File: config.mk
export PLATFORM = sky130hd
export DESIGN_NAME = seq_priority_encoder
export DESIGN_NICKNAME = d
export VERILOG_FILES = /design/src/rtl/seq_priority_encoder.sv
export SDC_FILE = /design/constraint.sdc
export NUM_CORES = 1
export LEC_CHECK = 0
export ABC_AREA = 1
export CAP_MARGIN = 20
export CORE_MARGIN = 4
export CORE_UTILIZATION = 38
export CTS_CLUSTER_SIZE = 12
export DETAILED_ROUTE_END_ITERATION = 12
export PLACE_DENSITY_LB_ADDON = 0.25
export RECOVER_POWER = 50
export SLEW_MARGIN = 10
export SYNTH_ARGS = -nofsm -noshare
export SYNTH_HDL_FRONTEND = slang
export SYNTH_SLANG_ARGS = --single-unit
export TNS_END_PERCENT = 1
File: constraint.sdc
create_clock -name clk -period 1.2 [get_ports clk]
set_input_delay 0.18 -clock clk [delete_from_list [all_inputs] [get_ports clk]]
set_output_delay 0.18 -clock clk [all_outputs]
set_load 0.02 [all_outputs]
File: src/rtl/seq_priority_encoder.sv
// Sequential priority encoder: captures a multi-hot vector and emits the index
// of each set bit, highest first, one beat per output handshake.
module seq_priority_encoder (
  input  logic       clk,
  input  logic       rst_n,
  input  logic       e,
  input  logic       in_valid,
  input  logic [7:0] in_bits,
  output logic       in_ready,
  output logic       out_valid,
  input  logic       out_ready,
  output logic [2:0] out_idx,
  output logic       out_last,
  output logic       out_none
);

  typedef enum logic {IDLE, EMIT} state_t;

  state_t     state_q, state_d;
  logic [7:0] pend_q, pend_d;
  logic       none_q, none_d;
  logic       one_left;

  // Ascending scan so the highest set bit wins; pending=0 encodes to 0.
  always_comb begin
    out_idx = '0;
    for (int i = 0; i < 8; i++)
      if (pend_q[i]) out_idx = 3'(i);
  end

  assign one_left  = (pend_q != '0) && ((pend_q & (pend_q - 8'd1)) == '0);
  assign out_valid = (state_q == EMIT);
  assign in_ready  = (state_q == IDLE) && e;
  assign out_none  = out_valid && none_q;
  assign out_last  = out_valid && (one_left || none_q);

  always_comb begin
    state_d = state_q;
    pend_d  = pend_q;
    none_d  = none_q;
    case (state_q)
      IDLE: begin
        if (in_valid && in_ready) begin
          pend_d  = in_bits;
          none_d  = (in_bits == '0);
          state_d = EMIT;
        end
      end
      EMIT: begin
        if (out_ready) begin
          pend_d[out_idx] = 1'b0;
          if (out_last) begin
            pend_d  = '0;
            none_d  = 1'b0;
            state_d = IDLE;
          end
        end
      end
      default: state_d = IDLE;
    endcase
  end

  always_ff @(posedge clk) begin
    if (!rst_n) begin
      state_q <= IDLE;
      pend_q  <= '0;
      none_q  <= 1'b0;
    end else begin
      state_q <= state_d;
      pend_q  <= pend_d;
      none_q  <= none_d;
    end
  end

endmodule

==> qor.txt, run 1 <==
Setup violators final: 16
Mean Syn Cell Area: 5.973 µm²
Fmax: 617.7 MHz
Top layer in use: met4
Synth warnings: 0
WP data required: 1380 ps
Crit path arrival time: 1800 ps
Max Slew Vio Count: 0
FF-to-FF Start: pend_q[4]
Worst setup margin: -418.8 ps
Grt ovf: 0
Ys flop type: dfxtp_1
Post-synthesis cell area: 740.7 µm²
Number of flops mapped to enable cells by yosys: 0
Dominant cells by area after synthesis: dfxtp_1 27%, nand2_1 14%, a21oi_1 14%, nand3_1 8.1%, inv_1 7.6%
Cell Count Post-Placement: 195
Pwr dens: 1225 nW/µm²
Reg clk slew, reported paths: 90 ps
Final Critical Period: 1619 ps
Worst Tran Pin Value: 329.6 ps
Post-Synth XOR/XNOR Area: 0
Vias/cell: 5.206
Mapped Nets: 137
Share of the synthesized area in the top cell type: 0.2703
Cell mode on critical path: buf_4
Largest net degree at the start of global routing: 12
Post-route insts no fill: 204
Tcrit/Tclk final: 1.349
Crit start category: register
Top cells by count, synth: 27 x nand2_1, 20 x a21oi_1, 15 x inv_1
Cell Chain, Critical Path: inv_2 > nand2_2 > o21ai_2 > buf_4 > buf_4 > buf_4 > buf_4 > nand3_1 > nand3_2 > a21oi_1 > nor2_1
Hold Crit Class: reg2reg
Dpl hpwl: 1908 µm
Worst-Skew Late Latency: 280 ps
Synth cell types: 18
Core area: 1783 µm²
Drt first pass iters: 4
Flops & latches, synth: 10
Synthesized instance count: 124
Root buffer cell: clkbuf_4
RSZ-0062 raised after global routing: true
Fin util: 0.7502
Post-Synth Simple-Gate Area: 0.4155
Maximum clock insertion buffer count: 2
1st-iter DRT viols: 31
Wire per inst: 13.07 µm
Fin Clk Skew: 11.11 ps
Routed wl met3: 179 µm
Total Wirelength: 2667 µm
Fill count: 136
Crit path kind: reg2reg
Area leader, netlist: dfxtp_1
Status: finished with violations
Initial antenna violation count: 0
Hold Startpoint: none_q
Failing checks: negative setup slack
Die width: 52.15 µm
CTS Hold Bufs: 0
Top-count cell post-synth: nand2_1
CTS H-Tree Depth: 1
Hold path depth: 2
ANT nets after route: 0
Port Buf Inserts: 19
First-pass GRT wire length: 4229 µm
Die area: 2720 µm²
Initial Utilization: 0.4154
CP endpoint kind: register
R2r endpoint: none_q
Sequential cell area fraction in the yosys report: 0.2703
Post-Synth Adder-Cell Area: 0
RD Place Congestion: 0.8845
Slew headroom: 0.7783
Ant diodes: 0
# clock sinks: 10
# DRC: 0
Share of cells above drive strength 1: 0.4358
WL met2: 1354 µm
Max cap viols: 0
Main combinational cell family by area after synthesis: simple AND/OR/NAND/NOR gates
Nets@finish: 193
Slowest cell on crit path: dfxtp_2
Mux share of post-synthesis cell area: 0
Layout area overhead: 80.57%
Vias: 1062
CTS tree: done
Wire length on met1: 1114 µm
Path depth of the worst reg2reg path: 11
R2R Setup Slk: -420 ps
Compound-Gate Fraction of Synth Area: 0.2162
Vias in the first global route: 1027
Total GRT Usage: 0.2062
Leak: 0.0006222 µW
Num CTS Buffers: 3
IO Pins: 20
Worst Hold Path EP: none_q
Final hold violation count: 0
Async set or reset register ratio after synthesis: 0
Crit Path Max Fanout: 4
Cell row count: 15
CP max stage delay: 380 ps
Max IR drop VDD: 0.8394 mV
Vert. Die Dim: 52.15 µm
-- state kept, by name, indices dropped and copies added, names as in the netlist --
register and count:
none_q 1, pend_q 8, out_valid 1
-- layout make-up --
type,count,area [µm²],share of cell area
clock buffer,4,36.28,0.02713
inverter,18,70.07,0.05239
multi-input combinational,95,544.3,0.4069
sequential,10,212.7,0.1590
tap,25,31.28,0.02339
timing repair buffer,52,442.9,0.3312
-- critical path, delay by kind of cell (launching register included) --
| family | cells | cell delay [ps] |
|---|---|---|
| buffers and inverters | 5 | 540 |
| and+or+nand+nor | 4 | 400 |
| DFF | 1 | 380 |
| AOI/OAI and AO/OA | 2 | 210 |
-- power by group --
group / internal [µW] / switching [µW]
registers: 378 / 47.4
clock network: 184 / 141
logic: 434 / 453
total: 997 / 642
-- what timing repair did --
action | 4_1_cts | 5_1_grt
pin swaps | 8 | 0
endpoints found under the setup margin | 17 | 17
cloned | 0 | 0
gates resized for setup | 51 | 8
setup buffers | 5 | 0
-- stage by stage --
| stage | total power [µW] | setup TNS (ps) | setup slack, ps | hold WS (ps) | cell area, µm² |
|---|---|---|---|---|---|
| after CTS | 1600 | -3905 | -409.8 | 514.7 | 1315 |
| after floorplan | 822.1 | -651.7 | -92.77 | 300.7 | 770.7 |
| after global routing | 1725 | -5456 | -520.0 | 553.4 | 1338 |
| after global placement | 1197 | -4950 | -606.5 | 491.4 | 1197 |
| after detailed placement | 1206 | -5451 | -646.7 | 494.1 | 1197 |
| final | 1639 | -4148 | -418.8 | 515.6 | 1338 |
-- worst max path at each step --
stage / from / to / slack, ps / cells past startpoint
2_1_floorplan: pend_q[3] / out_last / -90 / 7
3_3_place_gp: pend_q[3] / out_last / -610 / 8
3_5_place_dp: pend_q[3] / out_last / -650 / 8
4_1_cts: pend_q[2] / out_last / -410 / 8
5_1_grt: pend_q[2] / none_q / -520 / 12
6_report: pend_q[4] / none_q / -420 / 11
-- cell families (layout without fill, tap and decap cells) --
logic type,count (synthesis),in the layout
flops,10,10
compound gates,32,32
buf+inv,19,74
simple gates,63,63
-- layer usage --
layer,GRT usage,vias up
li1,-,519
met1,0.2422,494
met2,0.3703,45
met3,0.03438,4
met4,0.07660,0
met5,0,-
-- cells in the final DEF, fill, tap and decap left out --
| master | count |
|---|---|
| nand2_1 | 23 |
| o21ai_2 | 2 |
| dfxtp_2 | 7 |
| nand3_1 | 9 |
| clkdlybuf4s50_1 | 12 |
| inv_4 | 1 |
| a21oi_2 | 4 |
| clkbuf_4 | 3 |
| nand3b_1 | 3 |
| buf_2 | 1 |
| a21oi_1 | 16 |
| o21ai_0 | 9 |
| nand3_2 | 3 |
| or2_1 | 1 |
| clkdlybuf4s15_1 | 1 |
| clkbuf_8 | 1 |
| o21ai_4 | 1 |
| dfxtp_4 | 1 |
| inv_1 | 12 |
| nand4_1 | 1 |
| nor2_4 | 6 |
| dfxtp_1 | 2 |
| nor2_2 | 2 |
| nor2_1 | 8 |
| inv_2 | 3 |
| clkinv_1 | 2 |
| buf_4 | 32 |
| nand2_2 | 5 |
| buf_6 | 6 |
| nor4_1 | 2 |
Note: power is estimated with default switching activity, not from simulation.
==> inputs of run 2 (changes only) <==
Settings changed: CELL_PAD_IN_SITES_DETAIL_PLACEMENT set to 0, CELL_PAD_IN_SITES_GLOBAL_PLACEMENT set to 1, CORE_UTILIZATION 38 to 28, CTS_CLUSTER_SIZE 12 to unset.
==> run 2 against run 1 <==
  * The flow still finishes with violations (negative setup slack)
  * Sequential power rose by 2%
  * Setup slack better by 18 ps
  * Largest power group unchanged
  * Non-clock buffer count is 5 higher
  * Highest routed layer unchanged
  * Via count is 4.9% lower
  * First-iteration DRC count is the same
  * Global-route usage down 4.6 points
  * Maximum frequency up 1.1%
  * Core utilization decreased by 19 points
==> qor.txt, run 2 (same netlist as run 1, synthesis figures left out) <==
Status: finished with violations
Failing checks: negative setup slack
NetSw: 629.1 µW
Largest net degree at the start of global routing: 12
Final hold violation count: 0
Crit path kind: reg2out
Fin util: 0.5616
Final Critical Period: 1601 ps
Seq pwr share: 0.262
Path depth of the worst reg2reg path: 10
Worst Setup SP: pend_q[2]
RSZ-0062 raised after global routing: true
Vias/cell: 4.720
Cell Chain, Critical Path: nor2_4 > nand2_2 > o21ai_2 > nand3_1 > nor2_2 > nor2_4 > inv_2 > buf_6
Root buffer cell: clkbuf_4
CTS H-Tree Depth: 1
Reg clk slew, reported paths: 70 ps
Clock share of power: 0.189
Leak: 0.0006506 µW
Sw frac: 0.3805
Register Area: 219.0 µm²
Layout area overhead: 89.53%
Tcrit/Tclk final: 1.334
FF-to-FF Start: pend_q[2]
Vias in the first global route: 974
Dpl hpwl: 2052 µm
Share of cells above drive strength 1: 0.4728
CP max stage delay: 360 ps
Vias: 1010
Initial antenna violation count: 0
Initial Utilization: 0.2963
Pint: 1024 µW
Crit start category: register
Grt ovf: 0
CTS tree: done
Max IR drop VDD: 0.7282 mV
Drt first pass iters: 4
Combinational Power Share: 0.549
Largest register FFs: 8
Pwr dens: 1178 nW/µm²
CTS Hold Bufs: 0
First-pass GRT wire length: 4312 µm
WP data required: 1020 ps
Top delay family on crit path: simple AND/OR/NAND/NOR gates
Vert. Die Dim: 59.44 µm
Slowest cell on crit path: dfxtp_4
CP endpoint kind: primary output
Worst-Skew Late Latency: 270 ps
1st-iter DRT viols: 31
Fmax: 624.6 MHz
Die area: 3533 µm²
Ant diodes: 0
Hold Crit Class: reg2reg
Total Wirelength: 2582 µm
Max Slew Vio Count: 0
Buffers and inverters on the worst path: 2
Worst path depth: 8
Slew headroom: 0.7678
Maximum clock insertion buffer count: 2
Crit Path Max Fanout: 4
Crit path arrival time: 1420 ps
# clock sinks: 10
ANT nets after route: 0
Worst Hold Path EP: none_q
Most common cell after layout, fill and taps aside: buf_4
Hold Startpoint: none_q
Largest register by flop count: pend_q
Wire per inst: 12.07 µm
Worst Tran Pin Value: 345.1 ps
Fin Clk Skew: 1.228 ps
Hold path depth: 2
Port Buf Inserts: 19
Nets@finish: 198
Worst setup margin: -401.1 ps
Num CTS Buffers: 3
# DRC: 0
Placed cell area: 1264 µm²
Fill count: 248
Highest-count cells in the layout ignoring fill and taps: 35 x buf_4, 22 x nand2_1, 18 x a21oi_1, 12 x clkdlybuf4s50_1
Post-route cell area: 1404 µm²
Cell row count: 18
Core area: 2500 µm²
R2R Setup Slk: -330 ps
Cell mode on critical path: nor2_4
Max cap viols: 0
R2r endpoint: pend_q[0]
RD Place Congestion: 0.8492
Setup violators final: 13
IO Pins: 20
Total GRT Usage: 0.1601
Die width: 59.44 µm
Footprint of the multi-input gates: 546.8 µm²
==> run 2: changes by cell type in the layout (fill, tap and decap cells not counted), sizes merged <==
| cell | delta |
|---|---|
| buf | +6 |
| clkdlybuf4s15 | -1 |
==> run 2: layer usage <==
| layer | track usage | wire, µm |
|---|---|---|
| met1 | 0.2107 | 1217 |
| met2 | 0.2652 | 1244 |
| met3 | 0.03922 | 106 |
| met4 | 0.02913 | 13 |
| met5 | 0 | 0 |
==> run 2: tightest hold or removal path: stages, from the launching register on <==
cell and delay (ps):
dfxtp_1 330, a21oi_1 40, nor2_1 80
==> run 2: layout make-up <==
type / instances / area share
well taps: 30 / 0.02674
multi-input cells: 95 / 0.3895
repair buffers: 57 / 0.3503
clock buffers: 4 / 0.02585
flip-flops and latches: 10 / 0.1560
inverters: 18 / 0.05169
==> run 2: worst max path at each step <==
| stage | to | slack, ps |
|---|---|---|
| floorplan | out_last | -90 |
| global placement | out_last | -630 |
| detailed placement | out_last | -670 |
| CTS | out_last | -420 |
| global route | out_last | -550 |
| finish | out_last | -400 |
==> run 2: power groups by stage <==
| stage | combinational, µW | clock (µW) | sequential (µW) |
|---|---|---|---|
| detailed placement | 818 | 0 | 431 |
| global route | 994 | 343 | 439 |
| floorplan | 390 | 0 | 432 |
| global placement | 813 | 0 | 428 |
| CTS | 875 | 316 | 432 |
| finish | 907 | 312 | 434 |
==> run 2: per-stage QoR <==
| stage | power (µW) | hold slack (ps) | setup TNS [ps] | cells | setup WS (ps) |
|---|---|---|---|---|---|
| after floorplan | 822.1 | 300.7 | -651.7 | 124 | -92.77 |
| after global placement | 1240 | 468.4 | -5131 | 208 | -630.0 |
| after detailed placement | 1248 | 479.8 | -5392 | 208 | -667.0 |
| after CTS | 1623 | 497.5 | -3870 | 214 | -416.0 |
| after global routing | 1777 | 534.2 | -5299 | 214 | -552.7 |
| final | 1653 | 486.3 | -3518 | 214 | -401.1 |
==> run 2: repair_timing <==
action,CTS,global route
setup endpoints to repair,17,17
hold endpoints to repair,0,0
gates cloned,0,0
setup buffers,2,0
resized for setup,54,19
pin swaps,10,2
==> inputs of run 3 (changes only) <==
--- a/config.mk
+++ b/config.mk
@@ -8,12 +8,9 @@
 export ABC_AREA = 1
 export CAP_MARGIN = 20
-export CELL_PAD_IN_SITES_DETAIL_PLACEMENT = 0
-export CELL_PAD_IN_SITES_GLOBAL_PLACEMENT = 1
 export CORE_MARGIN = 4
-export CORE_UTILIZATION = 28
+export CORE_UTILIZATION = 38
 export DETAILED_ROUTE_END_ITERATION = 12
 export PLACE_DENSITY_LB_ADDON = 0.25
 export RECOVER_POWER = 50
-export SLEW_MARGIN = 10
 export SYNTH_ARGS = -nofsm -noshare
 export SYNTH_HDL_FRONTEND = slang
==> constraint.sdc (replaced) <==
create_clock -name clk -period 1.2 [get_ports clk]
set_input_delay 0.18 -clock clk [delete_from_list [all_inputs] [get_ports clk]]
set_output_delay 0.18 -clock clk [all_outputs]
set_load 0.01 [all_outputs]
==> run 3 against run 2 <==
  * The flow still finishes with violations (negative setup slack)
  * Via count grew 1.1%
  * Non-clock buffer count shrank 9
  * Cell count shrank 6.5%
  * Largest cell class unchanged
  * Combinational power shrank 14%
  * Design area shrank 9.6%
  * Highest routed layer unchanged
  * First-iteration DRC count grew 32%
  * Global-route usage grew 4.6 points
  * Critical endpoint unchanged
==> qor.txt, run 3 (same netlist as run 1, synthesis figures left out) <==
Highest-count cells in the layout ignoring fill and taps: 26 x buf_4, 23 x nand2_1, 19 x a21oi_1, 12 x clkdlybuf4s50_1, 11 x inv_1
Failing checks: negative setup slack
CTS tree: done
R2r endpoint: pend_q[0]
# DRC: 0
Ant diodes: 0
Status: finished with violations
Core area: 1783 µm²
Worst Tran Pin Value: 271.3 ps
Crit path arrival time: 1460 ps
Share of cells above drive strength 1: 0.3943
Hold Crit Class: in2reg
Num CTS Buffers: 3
Pre-CTS setup slack: -581.1 ps
Crit Path Max Fanout: 4
Fmax: 610.5 MHz
Leak: 0.0006034 µW
Total GRT Usage: 0.2065
Reg clk slew, reported paths: 70 ps
Cell Count Post-Placement: 196
Vias in the first global route: 1031
FF-to-FF Start: pend_q[1]
Hold path depth: 3
Crit path kind: reg2out
Root buffer cell: clkbuf_4
Wire per inst: 12.99 µm
ANT nets after route: 0
Final Critical Period: 1638 ps
Die width: 52.15 µm
Vias/cell: 5.105
1st-iter DRT viols: 41
RSZ-0062 raised after global routing: true
Hold Startpoint: in_valid
R2R Setup Slk: -310 ps
Wire length on met1: 1067 µm
Post-route insts no fill: 200
Worst Setup SP: pend_q[1]
Initial Utilization: 0.4154
IO Pins: 20
Port Buf Inserts: 19
Vert. Die Dim: 52.15 µm
CTS H-Tree Depth: 1
Worst Hold Path EP: pend_q[7]
Largest register FFs: 8
Cell row count: 15
Initial antenna violation count: 0
Slew headroom: 0.8186
Crit start category: register
Drt first pass iters: 4
Top layer in use: met4
Dpl hpwl: 1919 µm
Die area: 2720 µm²
Grt ovf: 0
Max cap viols: 0
Max IR drop VDD: 0.7654 mV
Largest net degree at the start of global routing: 12
Tcrit/Tclk final: 1.365
Placed cell area: 1199 µm²
Post-route cell area: 1269 µm²
WP data required: 1020 ps
Nets@finish: 189
Worst setup margin: -437.9 ps
Routed wl met3: 128 µm
# clock sinks: 10
WL met2: 1347 µm
RD Place Congestion: 0.9087
Path depth of the worst reg2reg path: 9
Most common cell after layout, fill and taps aside: buf_4
Maximum clock insertion buffer count: 2
Final hold violation count: 0
Pwr dens: 1202 nW/µm²
Fin Clk Skew: 3.881 ps
CP endpoint kind: primary output
Max Slew Vio Count: 0
Layout area overhead: 71.28%
Setup violators final: 15
Total Wirelength: 2598 µm
Largest register by flop count: pend_q
First-pass GRT wire length: 4188 µm
Vias: 1021
Worst-Skew Late Latency: 280 ps
==> run 3: stage by stage <==
| stage | setup TNS (ps) | total power [µW] | hold WS (ps) | util |
|---|---|---|---|---|
| CTS | -3087 | 1475 | 539.4 | 0.6940 |
| detailed placement | -4779 | 1179 | 528.1 | 0.6723 |
| global route | -4799 | 1603 | 555.9 | 0.7116 |
| finish | -3488 | 1526 | 534.9 | 0.7116 |
| global placement | -4409 | 1160 | 468.8 | 0.6723 |
| floorplan | -475.4 | 785.8 | 300.7 | - |
==> run 3: layout make-up <==
| type | instances | area [µm²] |
|---|---|---|
| Fill cell | 153 | 514.2 |
| Timing Repair Buffer | 48 | 395.4 |
| Tap cell | 25 | 31.28 |
| Multi-Input combinational cell | 95 | 523.0 |
| Clock buffer | 4 | 36.28 |
| Sequential cell | 10 | 212.7 |
| Inverter | 18 | 70.07 |
==> run 3: metal layers <==
metal	vias to the layer above	track usage
li1	520	-
met1	460	0.2257
met2	35	0.3891
met3	6	0.02579
met4	0	0.09362
met5	-	0
==> run 3: power breakdown <==
| group | internal [µW] | switching [µW] | leakage (µW) |
|---|---|---|---|
| clock | 185 | 130 | 0.0000210 |
| sequential | 378 | 50.1 | 0.0000856 |
| combinational | 378 | 405 | 0.000497 |
| total | 940 | 585 | 0.000603 |
==> run 3: worst max path at each step <==
stage	to	slack, ps	cells after the start
2_1_floorplan	pend_q[2]	-60	8
3_3_place_gp	out_last	-550	8
3_5_place_dp	out_last	-580	8
4_1_cts	out_last	-390	8
5_1_grt	out_last	-510	8
6_report	out_last	-440	8
==> run 3: repair_timing <==
action | CTS | global route
pin swaps | 8 | 2
buffers inserted | 0 | 0
hold buffers | 0 | 0
setup endpoints to repair | 17 | 17
gates resized for setup | 36 | 10
==> run 3: critical path, stage by stage, from the launching register on <==
cell,delay [ps]
dfxtp_2,340
nor2_4,150
nand2_2,90
o21ai_2,180
nand3_2,80
nor2_2,160
nor2_4,50
inv_2,40
buf_6,90
==> variant, RTL diff (config.mk and constraints of run 3) <==
Reset style: asynchronous (`rst_n`), changed in one clocked block.
--- a/src/rtl/seq_priority_encoder.sv
+++ b/src/rtl/seq_priority_encoder.sv
@@ -60,7 +60,7 @@
     endcase
   end
 
-  always_ff @(posedge clk) begin
+  always_ff @(posedge clk or negedge rst_n) begin
     if (!rst_n) begin
       state_q <= IDLE;
       pend_q  <= '0;
Behaviour: differs if rst_n is asserted again (counterexample within 4 cycles, from zero or initial values and one cycle with rst_n low); with rst_n held inactive, the same outputs for 10 cycles.
==> variant against run 3 <==
  * The flow still finishes with violations (setup timing)
  * Synthesized area rose by 3.4%
  * Wire length fell by 4.4%
  * Die area grew 2.9%
  * Final cell count is 3.0% lower
  * Via count is 3.6% lower
  * Power increased by 28%
  * Sequential cell count unchanged
  * Global-route usage fell by 1.5 points
  * Cell area increased by 2.5%
  * Setup slack worse by 0.069 ns
  * Clock skew rose by 0.0022 ns
  * Critical path depth up 1
  * Clock power shrank 32%
  * Largest cell class unchanged
==> variant: results (changes against run 3) <==
Synth
  – Synth top cells by count: nand2_1 (25), a21oi_1 (15), nand3_1 (15), nor2_1 (15)
  – Synth unique cells: 21 (+3)
  – Top post-synthesis cells by area: dfrtp_1 (33%), nand2_1 (12%), a21oi_1 (9.8%)
  – Synth Net Count: 129 (-5.8%)
  – Post-synth ARST share: 1.00 (+1.00)
  – Mapped Cells: 116 (-6.5%)

STA
  – Final WS setup: -0.507 ns (-0.0692 ns)
  – Setup TNS: -4.96 ns (-1.47 ns)
  – Worst clock skew: 0.00608 ns (+0.00220 ns)
  – Max-slew headroom: 0.703 (-0.115)
  – Final Setup Violations: 14 (-1)

Placement
  – Post-DP Area: 0.00122 sq mm (+2.0%)
  – RePlAce Congestion: 0.907 (-0.15%)
  – Hpwl dp: 1920 um (about the same)
  – Worst slack, placed: -0.600 ns (-0.0194 ns)

Hold path
  – Hold crit path type: primary input to async pin

Critical path
  – CP max stage cell: dfrtp_2
  – Critical Path AT: 1.89 ns (+0.43 ns)
  – CP max stage delay: 0.44 ns (+0.10 ns)
  – CP max FO: 8 (+4)
  – Worst setup endpoint: pend_q[5]$_DFFE_PN0P_
  – Worst setup startpoint: pend_q[3]$_DFFE_PN0P_

Routing
  – Routed wl met3: 127 um (-0.78%)
  – WL met1: 1030 um (-3.9%)
  – Routed wire per std cell: 12.8 um (-1.4%)
  – Vias post-DR: 984 (-3.6%)
  – DRT iter0 DRCs: 33 (-20%)

CTS
  – Worst-skew pair later-pin latency: 0.25 ns (-0.03 ns)

Status
  – Status: finished with violations
  – Failing checks: setup timing

Global routing
  – Met3 usage: 0.0338 (+0.00801)
  – Vias in the first global route: 959 (-7.0%)
  – Met2 Usage GRT: 0.355 (-0.0337)

Power
  – Leak: 0.639 nW (+5.9%)
  – VDD IR max: 1.17 mV (+53%)

Finish
  – Area grow syn2layout: 69.8%
  – Nets: 184 (-2.6%)
  – Share of post-route cells with drive strength above 1: 0.396 (+0.00216)
==> variant: cell count changes after synthesis, moves of 2 or more <==
cell / delta
o21ai_0: -9
nand3_1: +3
dfrtp_1: +10
nor2_2: +2
nand2_1: -2
inv_1: -5
dfxtp_1: -10
nand3b_1: -3
nor2_1: +4
a21oi_1: -5
nand2_2: +4
==> variant: cell type report <==
cell class | count | area share
clock buffer | 3 | 0.0173
inverter | 13 | 0.0375
multi-input combinational | 92 | 0.395
sequential | 10 | 0.193
tap | 25 | 0.0241
timing repair buffer | 51 | 0.333
==> variant: power breakdown <==
group / total [mW] / switching [mW] / internal, mW / leakage, nW
Combinational: 1.18 / 0.589 / 0.595 / 0.511
Clock: 0.214 / 0.0986 / 0.115 / 0.0138
Sequential: 0.549 / 0.120 / 0.429 / 0.114
Total: 1.95 / 0.808 / 1.14 / 0.639
==> variant: worst min path at each step <==
stage / start / to / slack (ns) / cells past startpoint
after floorplan: rst_n / none_q$_DFFE_PN0P_ / -0.12 / 0
after global placement: rst_n / pend_q[7]$_DFFE_PN0P_ / 0.52 / 1
after detailed placement: rst_n / pend_q[7]$_DFFE_PN0P_ / 0.51 / 1
after CTS: rst_n / pend_q[7]$_DFFE_PN0P_ / 0.24 / 1
after global routing: rst_n / pend_q[7]$_DFFE_PN0P_ / 0.33 / 1
final: rst_n / pend_q[7]$_DFFE_PN0P_ / 0.30 / 1
==> variant: logic make-up (layout without fill, tap and decap cells) <==
family,count (synthesis),count (layout),share of synthesized area
compound gates,21,21,0.154
buf+inv,14,67,0.0703
flops,10,10,0.327
simple gates,71,71,0.449
